**config.mk**
```make
export PLATFORM = sky130hd
export DESIGN_NAME = ctrl_frame_port_arbiter
export DESIGN_NICKNAME = d
export VERILOG_FILES = /design/src/rtl/ctrl_frame_port_arbiter.sv
export SDC_FILE = /design/constraint.sdc
export NUM_CORES = 1
export LEC_CHECK = 0
export BUFFER_PORTS_ARGS = -buffer_cell sky130_fd_sc_hd__buf_2
export CORE_AREA = 3 3 283 285
export CTS_CLUSTER_SIZE = 24
export DETAILED_ROUTE_END_ITERATION = 8
export DIE_AREA = 0 0 286 288
export GPL_ROUTABILITY_DRIVEN = 0
export GPL_TIMING_DRIVEN = 0
export SLEW_MARGIN = 20
export SYNTH_ARGS = -nofsm -noshare
export SYNTH_HDL_FRONTEND = slang
export SYNTH_SLANG_ARGS = --single-unit
```
**constraint.sdc**
```tcl
create_clock -name clk -period 4 [get_ports clk]
set_input_delay 0.2 -clock clk [delete_from_list [all_inputs] [get_ports clk]]
set_output_delay 0.2 -clock clk [all_outputs]
set_load 0.03 [all_outputs]
```
**src/rtl/ctrl_frame_port_arbiter.sv**
```systemverilog
// Round-robin arbiter sharing one control-frame fetcher among NPORTS ingress ports.
// A grant is taken per frame and held until the fetcher pops the header.
module ctrl_frame_port_arbiter #(
    parameter int unsigned NPORTS        = 4,
    parameter int unsigned HEADER_DWIDTH = 128,
    parameter int unsigned CTRL_BIT      = 114
) (
    input  logic                              clk,
    input  logic                              arst_n,
    input  logic [NPORTS*HEADER_DWIDTH-1:0]   p_h_dout,
    input  logic [NPORTS-1:0]                 p_h_empty,
    output logic [NPORTS-1:0]                 p_h_rden,
    input  logic [NPORTS*8-1:0]               p_b_dout,
    input  logic [NPORTS-1:0]                 p_b_empty,
    input  logic [NPORTS-1:0]                 p_b_del,
    output logic [NPORTS-1:0]                 p_b_rden,
    output logic [HEADER_DWIDTH-1:0]          f_h_dout,
    output logic                              f_h_empty,
    input  logic                              f_h_rden,
    output logic [7:0]                        f_b_dout,
    output logic                              f_b_empty,
    output logic                              f_b_del,
    input  logic                              f_b_rden,
    output logic                              gnt_valid,
    output logic [2:0]                        gnt_idx,
    output logic [15:0]                       frame_cnt,
    output logic                              err_stray_rd
);

    typedef enum logic {S_IDLE, S_LOCK} state_t;

    state_t            state;
    logic [2:0]        rr_ptr;
    logic [NPORTS-1:0] req;
    logic              sel_found;
    logic [2:0]        sel_idx;

    always_comb begin
        req = '0;
        for (int unsigned i = 0; i < NPORTS; i++)
            req[i] = ~p_h_empty[i] & p_h_dout[i*HEADER_DWIDTH + CTRL_BIT];
    end

    // Scan positions rr_ptr, rr_ptr+1, ... (mod NPORTS); the first requesting port wins.
    always_comb begin
        int unsigned pos;
        sel_found = 1'b0;
        sel_idx   = '0;
        for (int unsigned k = 0; k < NPORTS; k++) begin
            pos = 32'(rr_ptr) + k;
            if (pos >= NPORTS)
                pos = pos - NPORTS;
            for (int unsigned i = 0; i < NPORTS; i++) begin
                if (!sel_found && req[i] && (i == pos)) begin
                    sel_found = 1'b1;
                    sel_idx   = 3'(i);
                end
            end
        end
    end

    always_comb begin
        f_h_dout  = '0;
        f_h_empty = 1'b1;
        f_b_dout  = '0;
        f_b_empty = 1'b1;
        f_b_del   = 1'b0;
        p_h_rden  = '0;
        p_b_rden  = '0;
        for (int unsigned i = 0; i < NPORTS; i++) begin
            if (gnt_valid && (gnt_idx == 3'(i))) begin
                f_h_dout    = p_h_dout[i*HEADER_DWIDTH +: HEADER_DWIDTH];
                f_h_empty   = p_h_empty[i];
                f_b_dout    = p_b_dout[i*8 +: 8];
                f_b_empty   = p_b_empty[i];
                f_b_del     = p_b_del[i];
                p_h_rden[i] = f_h_rden;
                p_b_rden[i] = f_b_rden;
            end
        end
    end

    always_ff @(posedge clk or negedge arst_n) begin
        if (!arst_n) begin
            state        <= S_IDLE;
            gnt_valid    <= 1'b0;
            gnt_idx      <= '0;
            rr_ptr       <= '0;
            frame_cnt    <= '0;
            err_stray_rd <= 1'b0;
        end else begin
            if (!gnt_valid && (f_h_rden || f_b_rden))
                err_stray_rd <= 1'b1;
            case (state)
                S_IDLE: begin
                    if (sel_found) begin
                        gnt_idx   <= sel_idx;
                        gnt_valid <= 1'b1;
                        state     <= S_LOCK;
                    end
                end
                S_LOCK: begin
                    if (f_h_rden) begin
                        gnt_valid <= 1'b0;
                        rr_ptr    <= (gnt_idx == 3'(NPORTS-1)) ? 3'd0 : gnt_idx + 3'd1;
                        frame_cnt <= frame_cnt + 16'd1;
                        state     <= S_IDLE;
                    end
                end
                default: state <= S_IDLE;
            endcase
        end
    end

endmodule

```
==> key figures, run 1 <==
Outcome
  • Status: complete, no violations

Global routing
  • Grt total ovfl: 0
  • Met3 Usage GRT: roughly 4.7%
  • GR peak layer: met2
  • Gr usage total: 14.3%
  • First-pass GRT wire length: 80700 um
  • Met2 Usage GRT: 23.3%
  • Vias in the first global route: 9557
  • Largest net degree at the start of global routing: 24
  • Grt met1 use: approximately 17%
  • Initial antenna violation count: 72

CTS
  • Clock sink count: 23
  • CTS tree: done
  • Root Buffer: clkbuf_16
  • Reg clk slew, reported paths: approximately 0.060 ns
  • Cts repair resizes: 0
  • Latest clock arrival within the worst-skew pair: around 0.25 ns
  • Num CTS Buffers: 3
  • Clk buf depth: 2
  • Htree depth: 1

Timing
  • Worst setup margin: between 0.5 and 0.6 ns
  • RSZ-0062 raised after global routing: false
  • Final Skew: 0.00293 ns
  • Worst slew pin tran: roughly 1.1 ns
  • Pins Over Slew Limit: 0
  • Final Critical Period: ~3.5 ns
  • Slew headroom: 29.7%
  • Final hold viol count: 0
  • F_max: between 0.2 and 0.3 GHz
  • # setup viols final: 0
  • Setup_tns: 0 ns
  • Final period util: between 80% and 90%

Placement
  • Post-Place Cells: 2538
  • IO buf count: 726
  • Dpl hpwl: around 57000 um
  • Post-Place Setup Slack: 0.742 ns

Finish
  • Most frequent cells in the layout: buf_2, o21ai_1, nand2_1
  • Final-stage net count: 2069
  • Commonest non-fill, non-tap cell in the layout: buf_2
  • Final Non-Filler Cells: between 2000 and 3000
  • Area growth syn-to-layout: 102%
  • Layout cell share with drive strength beyond 1: between 50 and 60%
  • Fill cell count: slightly above 9000

Drt
  • Vias: 10300
  • Pre-antenna DRT Iters: 5
  • Remaining DRCs: 0
  • Routed length per instance: 24.9 um
  • DRT Wirelength: roughly 64000 um
  • Iteration-0 DRC Markers: between 700 and 800
  • Antenna-violating nets left: 0
  • Via/cell ratio: between 4 and 5

Die
  • CORE AREA: ~0.078 sq mm
  • Std cell rows: between 100 and 150
  • Initial Utilization: 6.49%
  • Die area: about 0.082 sq mm
  • Ports: ~730
  • Die Ht: approximately 290 um
  • Die X: between 200 and 300 um

Synthesis
  • Synth warn: 0
  • Synth Register Bits: 23
  • Synthesized net count: between 1000 and 1500
  • Register area share after synthesis: 11.4%
  • Post-Syn Instances: about 770
  • Netlist cell types: 36
  • Syn_area_per_cell: roughly 6.5 sq um
  • Netlist Area Pre-Place: 0.00503 sq mm

Critical path
  • Worst setup EP type: output pin
  • Required time worst endpoint: ~3.8 ns
  • Critical path's top delay family: buffers and inverters
  • CP most frequent cell: buf_2
  • Critical path launch point type: flop
  • CP max stage cell: buf_2
  • CP max stage delay: ~0.48 ns
  • CP Class: reg -> out
  • Worst Path Buf+Inv: 4
  • CP arrival: roughly 3.3 ns
  • Worst Path Max Fanout: 10
  • CP Cell Sequence: inv_1 -> ha_1 -> and2_1 -> buf_2 -> buf_2 -> a221o_1 -> o21ai_1 -> o21ai_1 -> buf_2

Hold path
  • HP Class: in -> reg

Power
  • Cell Pwr Density: around 480 mW/mm^2
  • Leak Pwr: about 4.9 nW
  • Worst vdd ir: roughly 0.32 mV

Run
  • Max Cap Viol: 0
==> synthesized netlist by cell type (all sizes together) <==
master	number	area [sq um]
o31ai	1	7.51
o221ai	3	26.3
buf	54	364
and2	4	25.0
nand3	8	40.0
nand2	149	559
a21oi	1	5.00
nand4	4	25.0
o21ai	277	1390
conb	1	3.75
a31oi	3	18.8
nor2b	5	38.8
ha	5	62.6
inv	4	15.0
and3	10	62.6
clkbuf	40	150
xor2	1	8.76
nor4	1	12.5
or2	1	6.26
nor2	16	65.1
mux2	2	22.5
xnor2	14	123
nand2b	1	6.26
o22ai	1	12.5
nor3	1	5.00
a221o	137	1370
o21bai	1	7.51
or4	1	7.51
a21o	2	15.0
dfrtp	23	576
==> per-stage QoR <==
| stage | power, mW | hold WS, ns | util, % | area [sq um] |
|---|---|---|---|---|
| 3_3_place_gp | 4.62 | 0.210 | 12.8 | 9970 |
| 4_1_cts | 4.87 | 0.257 | 13.0 | 10100 |
| 6_report | 4.86 | 0.262 | 13.1 | 10200 |
| 3_5_place_dp | 4.64 | 0.212 | 12.9 | 10000 |
| 2_1_floorplan | 2.99 | -0.0956 | - | 5030 |
| 5_1_grt | 5.14 | 0.265 | 13.0 | 10100 |
==> where the power goes <==
part	total, mW	internal [mW]	switching, mW
clock network	0.216	0.136	0.0801
registers	0.363	0.284	0.0789
logic	4.28	1.37	2.91
total	4.86	1.79	3.07
==> path summary, 6_finish.rpt <==
path | slack (ns) | end | startpoint | depth (start not counted)
max | 0.55 | f_h_dout[0] | gnt_idx[1] | 9
min | 0.26 | err_stray_rd | f_b_rden | 3
max reg2reg | 2.42 | frame_cnt[15] | frame_cnt[5] | 4
min reg2reg | 0.47 | frame_cnt[15] | frame_cnt[15] | 1
max in group asynchronous | 3.17 | frame_cnt[11] | arst_n | 2
min in group asynchronous | 0.47 | err_stray_rd | arst_n | 2
==> cell families (layout without fill, tap and decap cells) <==
group	after synthesis	count (layout)	synth area share (%)
adder cells (fa/ha/maj)	5	5	1.24
AO/OA/AOI/OAI	426	426	56.7
XOR/XNOR	15	15	2.61
buffers and inverters	98	830	10.5
flip-flops	23	23	11.4
other	1	27	0.0745
AND/OR/NAND/NOR	201	201	17.0
multiplexers	2	2	0.448
==> area by class of cell <==
cell class              instances  area, sq um  share of cell area [%]
multi-input cells             650         3930                    38.7
flip-flops and latches         23          576                    5.67
diodes                         26         65.1                   0.641
repair buffers                728         3670                    36.2
clock buffers                   4         78.8                   0.777
well taps                    1040         1300                    12.8
inverters                       4         15.0                   0.148
plain buffers                  94          517                    5.09
==> metal layers <==
| layer | vias to the layer above | part of all wire (%) |
|---|---|---|
| met5 | - | 0.44 |
| met4 | 44 | 6.2 |
| met3 | 212 | 11 |
| met2 | 816 | 44 |
| met1 | 4757 | 39 |
| li1 | 4479 | - |
==> flip-flops by register name (all words and copies together) (netlist names) <==
name and cells:
gnt_valid 1, rr_ptr 2, state 1, err_stray_rd 1, frame_cnt 16, gnt_idx 2
==> worst min-delay path, delay by kind of cell <==
kind            cells  cell delay [ns]
compound gates      1             0.11
simple gates        1             0.05
buf+inv             1             0.12
==> repair_timing <==
item                      CTS  global route
setup buffers               0             0
hold buffers                1             0
hold endpoints to repair   23             0
Power figures use the tool's default switching activity.
==> run 2: changes to the inputs <==
==> constraint.sdc (replaced) <==
create_clock -name clk -period 4 [get_ports clk]
set_input_delay 0.4 -clock clk [delete_from_list [all_inputs] [get_ports clk]]
set_output_delay 0.4 -clock clk [all_outputs]
set_load 0.03 [all_outputs]
==> key figures, run 2 (synthesized netlist as in run 1, its figures left out) <==
CTS
  • Num CTS Buffers: 3 (unchanged)
  • Htree depth: 1 (unchanged)
  • Latest clock arrival within the worst-skew pair: 0.25 ns (about the same)
  • Reg clk slew, reported paths: 0.06 ns (about the same)
  • Setup Fix Bufs, Post-CTS: 0 (unchanged)
  • Cts hold-fix bufs: 0 (-1)
  • Clk buf depth: 2 (unchanged)
  • Cts repair resizes: 0 (unchanged)
  • Clock sink count: 23 (unchanged)
  • Root Buffer: clkbuf_16
  • CTS tree: done

Power
  • Worst vdd ir: 0.322 mV (+1.2%)
  • Leak Pwr: 4.94 nW (about the same)
  • Cell Pwr Density: 480 mW/mm^2 (+0.12%)

Timing
  • Final Skew: 0.00339 ns (+0.000463 ns)
  • Setup_tns: 0 ns (unchanged)
  • Slew headroom: 29.1% (-0.60 points)
  • Worst slew pin tran: 1.06 ns (+0.00894 ns)
  • F_max: 0.273 GHz (-5.6%)
  • # setup viols final: 0 (unchanged)
  • Final hold viol count: 0 (unchanged)
  • Pins Over Slew Limit: 0 (unchanged)
  • Final Critical Period: 3.66 ns (+0.205 ns)
  • Final period util: 91.4% (+5.1 points)
  • RSZ-0062 raised after global routing: false
  • Worst hold margin: 0.122 ns (-0.140 ns)

Finish
  • Commonest non-fill, non-tap cell in the layout: buf_2
  • Most flops, register: frame_cnt
  • Final-stage net count: 2068 (-0.048%)
  • Design area: 0.0101 sq mm (-0.15%)
  • Fill cell count: 9129 (unchanged)
  • Area growth syn-to-layout: 101%
  • Max reg flops: 16 (unchanged)
  • Seq. cell area: 576 sq um (unchanged)
  • Post-Route Utilization: 13.1% (-0.019 points)
  • Area of the multi-input gates: 0.00393 sq mm (unchanged)
  • Regs by FF count: frame_cnt (16), gnt_idx (2), rr_ptr (2)
  • Final Non-Filler Cells: 2566 (-0.12%)
  • Layout cell share with drive strength beyond 1: 52.9% (about the same)
  • Most frequent cells in the layout: buf_2, o21ai_1, nand2_1

Critical path
  • Worst Path Buf+Inv: 4 (unchanged)
  • CP max stage cell: buf_2
  • R2R setup slack: 2.42 ns (about the same)
  • Critical path's top delay family: buffers and inverters
  • CP most frequent cell: buf_2
  • CP arrival: 3.26 ns (about the same)
  • CP Class: reg -> out
  • Required time worst endpoint: 3.60 ns (-0.20 ns)
  • Critical path launch point type: flop
  • CP max stage delay: 0.47 ns (about the same)
  • Worst Path Max Fanout: 10 (unchanged)
  • CP Cell Sequence: inv_1 -> ha_1 -> and2_1 -> buf_2 -> buf_2 -> a221o_1 -> o21ai_1 -> o21ai_1 -> buf_2
  • Worst setup EP type: output pin

Drt
  • Vias: 10300 (-0.27%)
  • Met3 Wirelength: 6660 um (-1.5%)
  • Remaining DRCs: 0 (unchanged)
  • Iteration-0 DRC Markers: 669 (-6.3%)
  • DRT Wirelength: 63900 um (about the same)
  • Top Layer Used: met5
  • Pre-antenna DRT Iters: 7 (+2)
  • Routed length per instance: 24.9 um (+0.11%)
  • Via/cell ratio: 4.01 (-0.16%)
  • Metal-1 WL: 25000 um (+0.50%)
  • Antenna-violating nets left: 0 (unchanged)
  • Routed met2 length: 28000 um (-0.28%)

Placement
  • Post-Place Cells: 2538 (unchanged)
  • Dpl hpwl: 57300 um (unchanged)
  • Placed Area: 0.0100 sq mm (unchanged)
  • IO buf count: 726 (unchanged)

Global routing
  • Grt total ovfl: 0 (unchanged)
  • Gr usage total: 14.3% (unchanged)
  • Largest net degree at the start of global routing: 24 (unchanged)
  • Vias in the first global route: 9557 (unchanged)
  • Initial antenna violation count: 72 (unchanged)
  • First-pass GRT wire length: 80700 um (unchanged)

Hold path
  • HP Class: in -> async

Die
  • Initial Utilization: 6.49% (unchanged)
  • Die X: 286 um (unchanged)
  • Ports: 728 (unchanged)
  • Die area: 0.0824 sq mm (unchanged)
  • Std cell rows: 102 (unchanged)
  • CORE AREA: 0.0776 sq mm (unchanged)
  • Die Ht: 288 um (unchanged)

Run
  • Max Cap Viol: 0 (unchanged)

Outcome
  • Status: complete, no violations
## run 2: changes by cell type in the layout (fill, tap and decap cells not counted), sizes merged
cell         previous run  this run
dlygate4sd3             1         0
diode                  26        24
## run 2: power by group
group	switching, mW	internal (mW)
logic	2.91	1.37
clock network	0.0801	0.136
registers	0.0789	0.284
total	3.07	1.79
## run 2: worst reg2reg max path: cells and delay by family, from the launching register on
kind             cells  cell delay, ns
XOR/XNOR             1            0.15
flip-flops           1            0.44
AND/OR/NAND/NOR      3            0.89
## run 2: layout make-up
cell class	count	share of cell area [%]
inverter	4	0.148
sequential	23	5.68
timing repair buffer	727	36.1
clock buffer	4	0.778
antenna	24	0.593
buffer	94	5.10
tap	1040	12.8
multi-input combinational	650	38.7
## run 2: metrics by stage
stage / setup WS [ns] / power [mW]
after detailed placement: 0.542 / 4.64
after global routing: 0.123 / 5.14
after floorplan: 1.50 / 2.99
after global placement: 0.188 / 4.62
after CTS: 0.254 / 4.87
final: 0.343 / 4.86
## run 2: path summary, 6_finish.rpt
path,end,startpoint,depth (start not counted)
worst max-delay path,f_h_dout[0],gnt_idx[1],9
worst min-delay path,err_stray_rd,arst_n,1
worst max register to register,frame_cnt[15],frame_cnt[5],4
worst min register to register,frame_cnt[15],frame_cnt[15],1
max in group asynchronous,frame_cnt[11],arst_n,1
min in group clk,err_stray_rd,f_b_rden,3
## run 2: routing by layer
| layer | GRT usage [%] | vias up |
|---|---|---|
| met2 | 23.3 | 787 |
| met5 | 0 | - |
| li1 | - | 4475 |
| met1 | 17.1 | 4763 |
| met3 | 4.71 | 211 |
| met4 | 6.14 | 44 |
